File: config.mk
export PLATFORM = sky130hd
export DESIGN_NAME = io_log_sink
export DESIGN_NICKNAME = d
export VERILOG_FILES = /design/src/rtl/io_log_sink.sv
export SDC_FILE = /design/constraint.sdc
export NUM_CORES = 1
export LEC_CHECK = 0
export BUFFER_PORTS_ARGS = -buffer_cell sky130_fd_sc_hd__clkbuf_2
export CELL_PAD_IN_SITES_DETAIL_PLACEMENT = 0
export CELL_PAD_IN_SITES_GLOBAL_PLACEMENT = 1
export CORE_ASPECT_RATIO = 0.9
export CORE_UTILIZATION = 52
export DETAILED_ROUTE_END_ITERATION = 7
export GPL_TIMING_DRIVEN = 0
export PLACE_DENSITY = 0.76
export SLEW_MARGIN = 25
export SYNTH_ARGS = -nofsm -noshare
export SYNTH_HDL_FRONTEND = slang
export SYNTH_SLANG_ARGS = --single-unit
File: constraint.sdc
create_clock -name clk -period 18.34 [get_ports clk]
set_input_delay 1.834 -clock clk [delete_from_list [all_inputs] [get_ports clk]]
set_output_delay 1.834 -clock clk [all_outputs]
set_load 0.05 [all_outputs]
File: src/rtl/io_log_sink.sv
// CPU output-port log sink: queues 64-bit words written by the CPU and
// serialises them MSB-first as a byte stream with valid/ready handshaking.
module io_log_sink #(
  parameter int unsigned DEPTH = 8
) (
  input  logic                     clk,
  input  logic                     rst,
  input  logic                     io_write,
  input  logic [63:0]              io_data,
  output logic                     tx_valid,
  output logic [7:0]               tx_data,
  output logic                     tx_last,
  input  logic                     tx_ready,
  input  logic                     clr_stats,
  output logic [$clog2(DEPTH):0]   fifo_count,
  output logic                     overflow,
  output logic [15:0]              drop_count,
  output logic [31:0]              word_count,
  output logic                     idle
);

  localparam int unsigned AW = $clog2(DEPTH);
  localparam int unsigned CW = AW + 1;

  typedef enum logic {
    IDLE,
    SEND
  } state_e;

  state_e          state_q, state_d;
  logic [63:0]     mem_q [DEPTH];
  logic [AW-1:0]   wr_ptr_q, wr_ptr_d;
  logic [AW-1:0]   rd_ptr_q, rd_ptr_d;
  logic [CW-1:0]   count_q, count_d;
  logic [63:0]     shift_q, shift_d;
  logic [2:0]      idx_q, idx_d;
  logic            overflow_q, overflow_d;
  logic [15:0]     drop_q, drop_d;
  logic [31:0]     wc_q, wc_d;

  logic fifo_empty;
  logic fifo_full;
  logic handshake;
  logic last_hs;
  logic pop;
  logic push;
  logic drop;

  always_comb begin
    fifo_empty = (count_q == '0);
    fifo_full  = (count_q == CW'(DEPTH));
    handshake  = (state_q == SEND) && tx_ready;
    last_hs    = handshake && (idx_q == 3'd7);
    // A pop frees a slot this cycle, so a write into a full FIFO still lands.
    pop        = !fifo_empty && ((state_q == IDLE) || last_hs);
    push       = io_write && (!fifo_full || pop);
    drop       = io_write && !push;
  end

  always_comb begin
    state_d = state_q;
    shift_d = shift_q;
    idx_d   = idx_q;
    unique case (state_q)
      IDLE: begin
        if (pop) begin
          shift_d = mem_q[rd_ptr_q];
          idx_d   = '0;
          state_d = SEND;
        end
      end
      SEND: begin
        if (handshake) begin
          if (idx_q != 3'd7) begin
            shift_d = {shift_q[55:0], 8'h00};
            idx_d   = idx_q + 3'd1;
          end else if (pop) begin
            shift_d = mem_q[rd_ptr_q];
            idx_d   = '0;
          end else begin
            state_d = IDLE;
          end
        end
      end
    endcase
  end

  always_comb begin
    wr_ptr_d = push ? wr_ptr_q + AW'(1) : wr_ptr_q;
    rd_ptr_d = pop  ? rd_ptr_q + AW'(1) : rd_ptr_q;
    unique case ({push, pop})
      2'b10:   count_d = count_q + CW'(1);
      2'b01:   count_d = count_q - CW'(1);
      default: count_d = count_q;
    endcase
  end

  // Clear first, then fold in this cycle's drop or word completion.
  always_comb begin
    overflow_d = clr_stats ? 1'b0  : overflow_q;
    drop_d     = clr_stats ? 16'd0 : drop_q;
    wc_d       = clr_stats ? 32'd0 : wc_q;
    if (drop) begin
      overflow_d = 1'b1;
      if (drop_d != '1) begin
        drop_d = drop_d + 16'd1;
      end
    end
    if (last_hs) begin
      wc_d = wc_d + 32'd1;
    end
  end

  always_ff @(posedge clk) begin
    if (rst) begin
      state_q    <= IDLE;
      wr_ptr_q   <= '0;
      rd_ptr_q   <= '0;
      count_q    <= '0;
      shift_q    <= '0;
      idx_q      <= '0;
      overflow_q <= 1'b0;
      drop_q     <= '0;
      wc_q       <= '0;
    end else begin
      state_q    <= state_d;
      wr_ptr_q   <= wr_ptr_d;
      rd_ptr_q   <= rd_ptr_d;
      count_q    <= count_d;
      shift_q    <= shift_d;
      idx_q      <= idx_d;
      overflow_q <= overflow_d;
      drop_q     <= drop_d;
      wc_q       <= wc_d;
    end
  end

  always_ff @(posedge clk) begin
    if (push) begin
      mem_q[wr_ptr_q] <= io_data;
    end
  end

  always_comb begin
    tx_valid   = (state_q == SEND);
    tx_data    = shift_q[63:56];
    tx_last    = (state_q == SEND) && (idx_q == 3'd7);
    fifo_count = count_q;
    overflow   = overflow_q;
    drop_count = drop_q;
    word_count = wc_q;
    idle       = (state_q == IDLE) && fifo_empty;
  end

endmodule
After elaboration in Yosys (flattened, before gate mapping)
Memory sizes are Yosys's and may differ from the RTL's. A register that Yosys moved wholly into a read port is not among the register bits.
Index checks and enable logic that the tools add are counted.
Widths: inputs -> output; s select.
{ "classes": {"reduce_logical": 15, "eq_ne": 7, "mux": 24, "addsub": 7, "n_bitwise": 1} }
{ "ops": {"columns": ["op", "count"], "rows": [
  ["$mux 64", 3],
  ["$pmux 64 s2", 1],
  ["$mux 32", 2],
  ["$mux 16", 3],
  ["$add 32x1->32 const B", 1],
  ["$add 16x1->16 const B", 1],
  ["$ne 16x16->1 const B", 1],
  ["$mux 3", 5],
  ["$add 3x1->3 const B", 3],
  ["$pmux 4 s2", 1],
  ["$logic_and 1x1->1", 7],
  ["$mux 1", 7],
  ["$pmux 3 s2", 1],
  ["$add 4x1->4 const B", 1],
  ["$eq 4x4->1 const B", 1],
  ["$logic_not 4->1", 1],
  ["$reduce_bool 2->1", 2],
  ["$sub 4x1->4 const B", 1],
  ["$eq 3x3->1 const B", 1],
  ["$logic_not 1->1", 3],
  ["$ne 3x3->1 const B", 1],
  ["$eq 2x1->1 const B", 1],
  ["$eq 2x2->1 const B", 1],
  ["$logic_or 1x1->1", 2],
  ["other kinds (3)", 3]
]} }
{ "word_totals": {"ff_bits": 127, "mem_bits_rw": 512, "memories": 1, "out_inout_bits": 64} }
{ "mem_list": {"columns": ["name", "depth", "width", "read_ports", "rd_clocked_by_memory_dff", "write_ports", "line", "rtl"], "rows": [
  ["mem_q", 8, 64, 1, 1, 1, "31", "logic [63:0] mem_q [DEPTH];"]
]} }

Depth between registers and ports, before layout
{ "logic_depth": {"ltp_word": 9, "ltp_mapped": 11, "ltp_nobuf": 11} }

Worst setup path after synthesis
OpenSTA, ideal clock, no wires.
{ "synth_path": {"path_type": "input to register", "startpoint": "input tx_ready", "endpoint": "memory mem_q[0][0], enable pin", "required_time_ns": 17.775, "cell_stages": 5, "arrival_ns": 6.931, "path_slack_ns": 10.844, "path_cell_list": "buf_2 a21boi_2 a21oi_1 nand2b_1 nor3_1"} }
{ "synth_via": {"elab_chain_cells": 8} }
{ "synth_rtl": {"columns": ["element", "line", "rtl"], "rows": [
  ["start, declared", "13", "input logic tx_ready,"],
  ["$logic_and 1x1->1", "52", "handshake = (state_q == SEND) && tx_ready;"],
  ["$logic_and 1x1->1", "53", "last_hs = handshake && (idx_q == 3'd7);"],
  ["$logic_or 1x1->1", "55", "pop = !fifo_empty && ((state_q == IDLE) || last_hs);"],
  ["$logic_and 1x1->1", "55", null],
  ["$logic_or 1x1->1", "56", "push = io_write && (!fifo_full || pop);"],
  ["$logic_and 1x1->1", "56", null],
  ["$mux 1", "139", "if (push) begin"],
  ["$mux 1 (implied by the code)", "140", "mem_q[wr_ptr_q] <= io_data;"],
  ["end, declared", "31", null]
]} }
Every way passes these cells.

Worst setup path after layout
{ "layout_path": {"startpoint": "input clr_stats", "endpoint": "register drop_q[7] (netlist: drop_count[7])"} }
{ "layout_via": {"elab_chain_cells": 4} }
{ "layout_rtl": {"columns": ["element", "line", "rtl"], "rows": [
  ["start, declared", "14", "input logic clr_stats,"],
  ["$mux 16 *", "101", "drop_d = clr_stats ? 16'd0 : drop_q;"],
  ["$add 16x1->16 / $ne 16x16->1 (equally long branches)", "106, 105", null],
  ["$mux 16", "105", "if (drop_d != '1) begin"],
  ["$mux 16 *", "103", "if (drop) begin"],
  ["end signal, assigned", "133", "drop_q <= drop_d;"],
  ["end, declared", "38", "logic [15:0] drop_q, drop_d;"]
]} }
Mark *: on every way between the ends. The rest lies on a longest branch, timed or not.
A chain may end at the register's enable or synchronous reset.

==> flow_metrics.tcl <==
set metrics [dict create \
    synth_fp_nets 1485 \
    dp_hpwl_um 36800 \
    finalWorstSetupSlack_ns 13.87 \
    post-route-drc-count 0 \
    cts_hold_buffers 0 \
    final_max_slew_viol_count 0 \
    setup_viol 0 \
    vias_per_cell 5.81 \
    post_synth.cell_area_avg_um2 17.7 \
    floorplan.rows 75 \
    final.fill_count 3357 \
    grt_overflow_total 0 \
    holdCritPathClass "reg2reg" \
    startpoint_kind_of_the_worst_setup_timing_path "input pin" \
    routed_wirelength_um 54600 \
    synth-seq-cells 642 \
    hp-start "idx_q[0]" \
    grt_antenna_before_repair 1 \
    worst_tran_pin_value_ns 0.888 \
    power.leakage_nw 9.65 \
    via_count 13500 \
    syn2layout_area_growth_pct 17.3 \
    data_required_time_of_the_critical_path_ns 18.81 \
    placeable_core_area_um2 46900 \
    clock_tree_from_tritoncts "yes" \
    synth.distinct_cells 61 \
    dr.pass1.iters 5 \
    post_cts.resized_instances 0 \
    clock_insertion_delay_worst_skew_ns 0.59 \
    rsz0062_at_grt "no" \
    synth_warnings 0 \
    path_clk_slew_ns 0.05 \
    htreeDepth 3 \
    r2r-start "idx_q[0]" \
    finalClockSkew_ns 0.0192 \
    cts_post_setup_buffers_inserted 0 \
    crit_path_max_fanout 10 \
    gr-usage-all-layers_pct 23.2 \
    grt_max_degree 20 \
    syn-instance-count 1407 \
    stdcell_count 2317 \
    seq_area_frac_synth_pct 72.2 \
    gp_routability_congestion 0.777 \
    layout.cell_area.non_filler_um2 29200 \
    grt_pass1_vias 13500 \
    cellPowerDensity_nw_per_um2 132 \
    fmax_mhz 224 \
    synthArstFlopShare_pct 0 \
    dpl-instance-area_um2 27100 \
    initialDrtViolationCount 1156 \
    outcome "completed" \
    power.ir.vdd_worst_mv 0.0795 \
    preCtsSetupSlack_ns 13.26 \
    hold_viol 0 \
    die_x_um 233 \
    fin_nets 1727 \
    post_synth_instance_area_um2 24900 \
    floorplan.die_area_um2 48800 \
    final_layout_size_suffix_gt1_share_pct 27.5 \
    worst_setup_sp "clr_stats" \
    post-place-cells 2196 \
    worst_setup_path_end_kind "register" \
    worstPathArrival_ns 4.94 \
    detail_route.wl_per_cell_um 23.5 \
    route.antenna.remaining_nets 0 \
    timing.slew.headroom_pct 40.8 \
    setup-tns-final_ns 0 \
    fin_crit_ns 4.47 \
    starting_utilization_of_the_core_area_pct 53.1 \
    die_height_um 210 \
    ios 133 \
    synthFlopType "edfxtp_1" \
    clock_sink_count 642 \
    tcrit_tclk_final_pct 24.3 \
    cts_inserted_buffers 67 \
    synth_edf_count 512 \
    cts_root_buffer "clkbuf_16" \
    setup.worst_path.class "in2reg" \
    fin_util_pct 62.3 \
    ctsLongestPathBuffers 3 \
    buffer_ports.inserted 131 \
    timing.max_cap.violations 0 \
    grt_first_pass_wirelength_um 83200 \
]
-- sequential cells by signal (all words and copies together) (netlist names), named ones only --
signal      count
tx_valid        1
word_count     32
rd_ptr_q        3
fifo_count      4
shift_q        64
mem_q         512
wr_ptr_q        3
drop_count     16
idx_q           3
overflow        1
-- cells by family (layout without fill, tap and decap cells) --
logic type	after synthesis	after routing	share of synthesized area (%)
other cells	0	2	0
compound gates	145	145	4.36
buf+inv	94	386	1.81
flops	642	642	72.2
simple gates	289	289	5.73
mux	195	195	14.3
xor+xnor	33	33	1.16
fa+ha+maj	9	9	0.482
-- layout by cell type, fill, tap and decap left out, types with 6 or more instances in the layout --
master	n
buf_4	36
buf_16	17
nor2b_1	19
a211oi_1	12
nor3_1	6
clkbuf_8	7
a21oi_1	24
and3_1	9
clkinv_2	8
buf_2	25
clkbuf_1	48
ha_1	8
mux4_2	128
nand2b_1	6
nor2_1	137
mux2i_1	67
clkbuf_2	132
or3_1	8
or4_1	7
nand2_1	40
xor2_1	10
buf_1	6
nor2_4	6
o31ai_1	6
xnor2_1	23
inv_1	12
nand4_1	8
clkinv_1	8
nand3_1	17
edfxtp_1	512
a2111oi_0	36
dfxtp_1	130
o22ai_1	20
clkbuf_16	69
a22oi_1	22
o21ai_0	6
-- power by group --
| group | switching [mW] | internal [mW] | total, mW |
|---|---|---|---|
| Clock | 0.534 | 0.765 | 1.30 |
| Combinational | 0.497 | 0.339 | 0.836 |
| Sequential | 0.0518 | 1.68 | 1.73 |
-- cell usage after synthesis (all sizes together), types with 2 or more instances --
cell type | instances | area share, %
or4 | 8 | 0.26
nor2 | 143 | 2.2
or3 | 8 | 0.20
nand2b | 6 | 0.15
nand4 | 8 | 0.20
dfxtp | 130 | 10
nor3 | 8 | 0.16
mux4 | 128 | 12
a21oi | 26 | 0.58
clkbuf | 33 | 0.50
buf | 49 | 1.1
o22ai | 21 | 0.55
nand2 | 41 | 0.63
nor4 | 8 | 0.35
and4b | 2 | 0.080
a31o | 3 | 0.11
a22oi | 22 | 0.66
nand3 | 19 | 0.42
a41o | 2 | 0.080
xor2 | 10 | 0.35
ha | 8 | 0.40
inv | 12 | 0.18
nor2b | 19 | 0.48
mux2i | 67 | 2.7
o21ai | 6 | 0.12
a2111oi | 37 | 1.3
o31ai | 7 | 0.23
a31oi | 2 | 0.050
a211oi | 14 | 0.46
xnor2 | 23 | 0.81
edfxtp | 512 | 62
and2 | 2 | 0.050
or2 | 2 | 0.050
and3 | 9 | 0.23
nand4b | 2 | 0.13
-- routing by layer --
metal	GRT usage [%]	up-vias	wire, um
li1	-	6106	-
met2	36.8	396	26300
met3	4.02	78	2990
met1	33.4	6885	24100
met5	0	-	0
met4	6.49	0	1220
-- worst max-delay path, stage by stage --
cell,delay (ns)
clkbuf_2,0.13
buf_2,0.26
buf_1,0.47
clkbuf_1,0.51
nor2b_1,0.14
ha_1,0.25
and4b_1,0.26
and3_1,0.28
a211oi_2,0.43
a311oi_1,0.16
a41o_1,0.23
-- final cells by class --
| cell class | instances | area, um^2 | area share, % |
|---|---|---|---|
| flip-flops and latches | 642 | 18000 | 61.5 |
| multi-input cells | 671 | 6530 | 22.3 |
| clock buffers | 94 | 1900 | 6.50 |
| repair buffers | 173 | 1380 | 4.73 |
| well taps | 616 | 771 | 2.64 |
| plain buffers | 82 | 407 | 1.39 |
| clock inverters | 25 | 209 | 0.715 |
| inverters | 12 | 45.0 | 0.154 |
| diodes | 2 | 5.00 | 0.0171 |
-- metrics by stage --
stage	total power, mW	hold slack [ns]
2_1_floorplan	2.34	0.444
3_3_place_gp	2.59	0.459
3_5_place_dp	2.61	0.470
4_1_cts	3.90	0.477
5_1_grt	4.03	0.497
6_report	3.87	0.476
-- path summary, 6_finish.rpt --
| check | endpoint | slack (ns) | cells past startpoint |
|---|---|---|---|
| worst max register to register | mem_q[0][56] | 14.81 | 10 |
| worst min register to register | idx_q[0] | 0.48 | 1 |
| worst max-delay path | drop_count[7] | 13.87 | 11 |
| worst min-delay path | idx_q[0] | 0.48 | 1 |
Note: power is estimated with default switching activity, not from simulation.
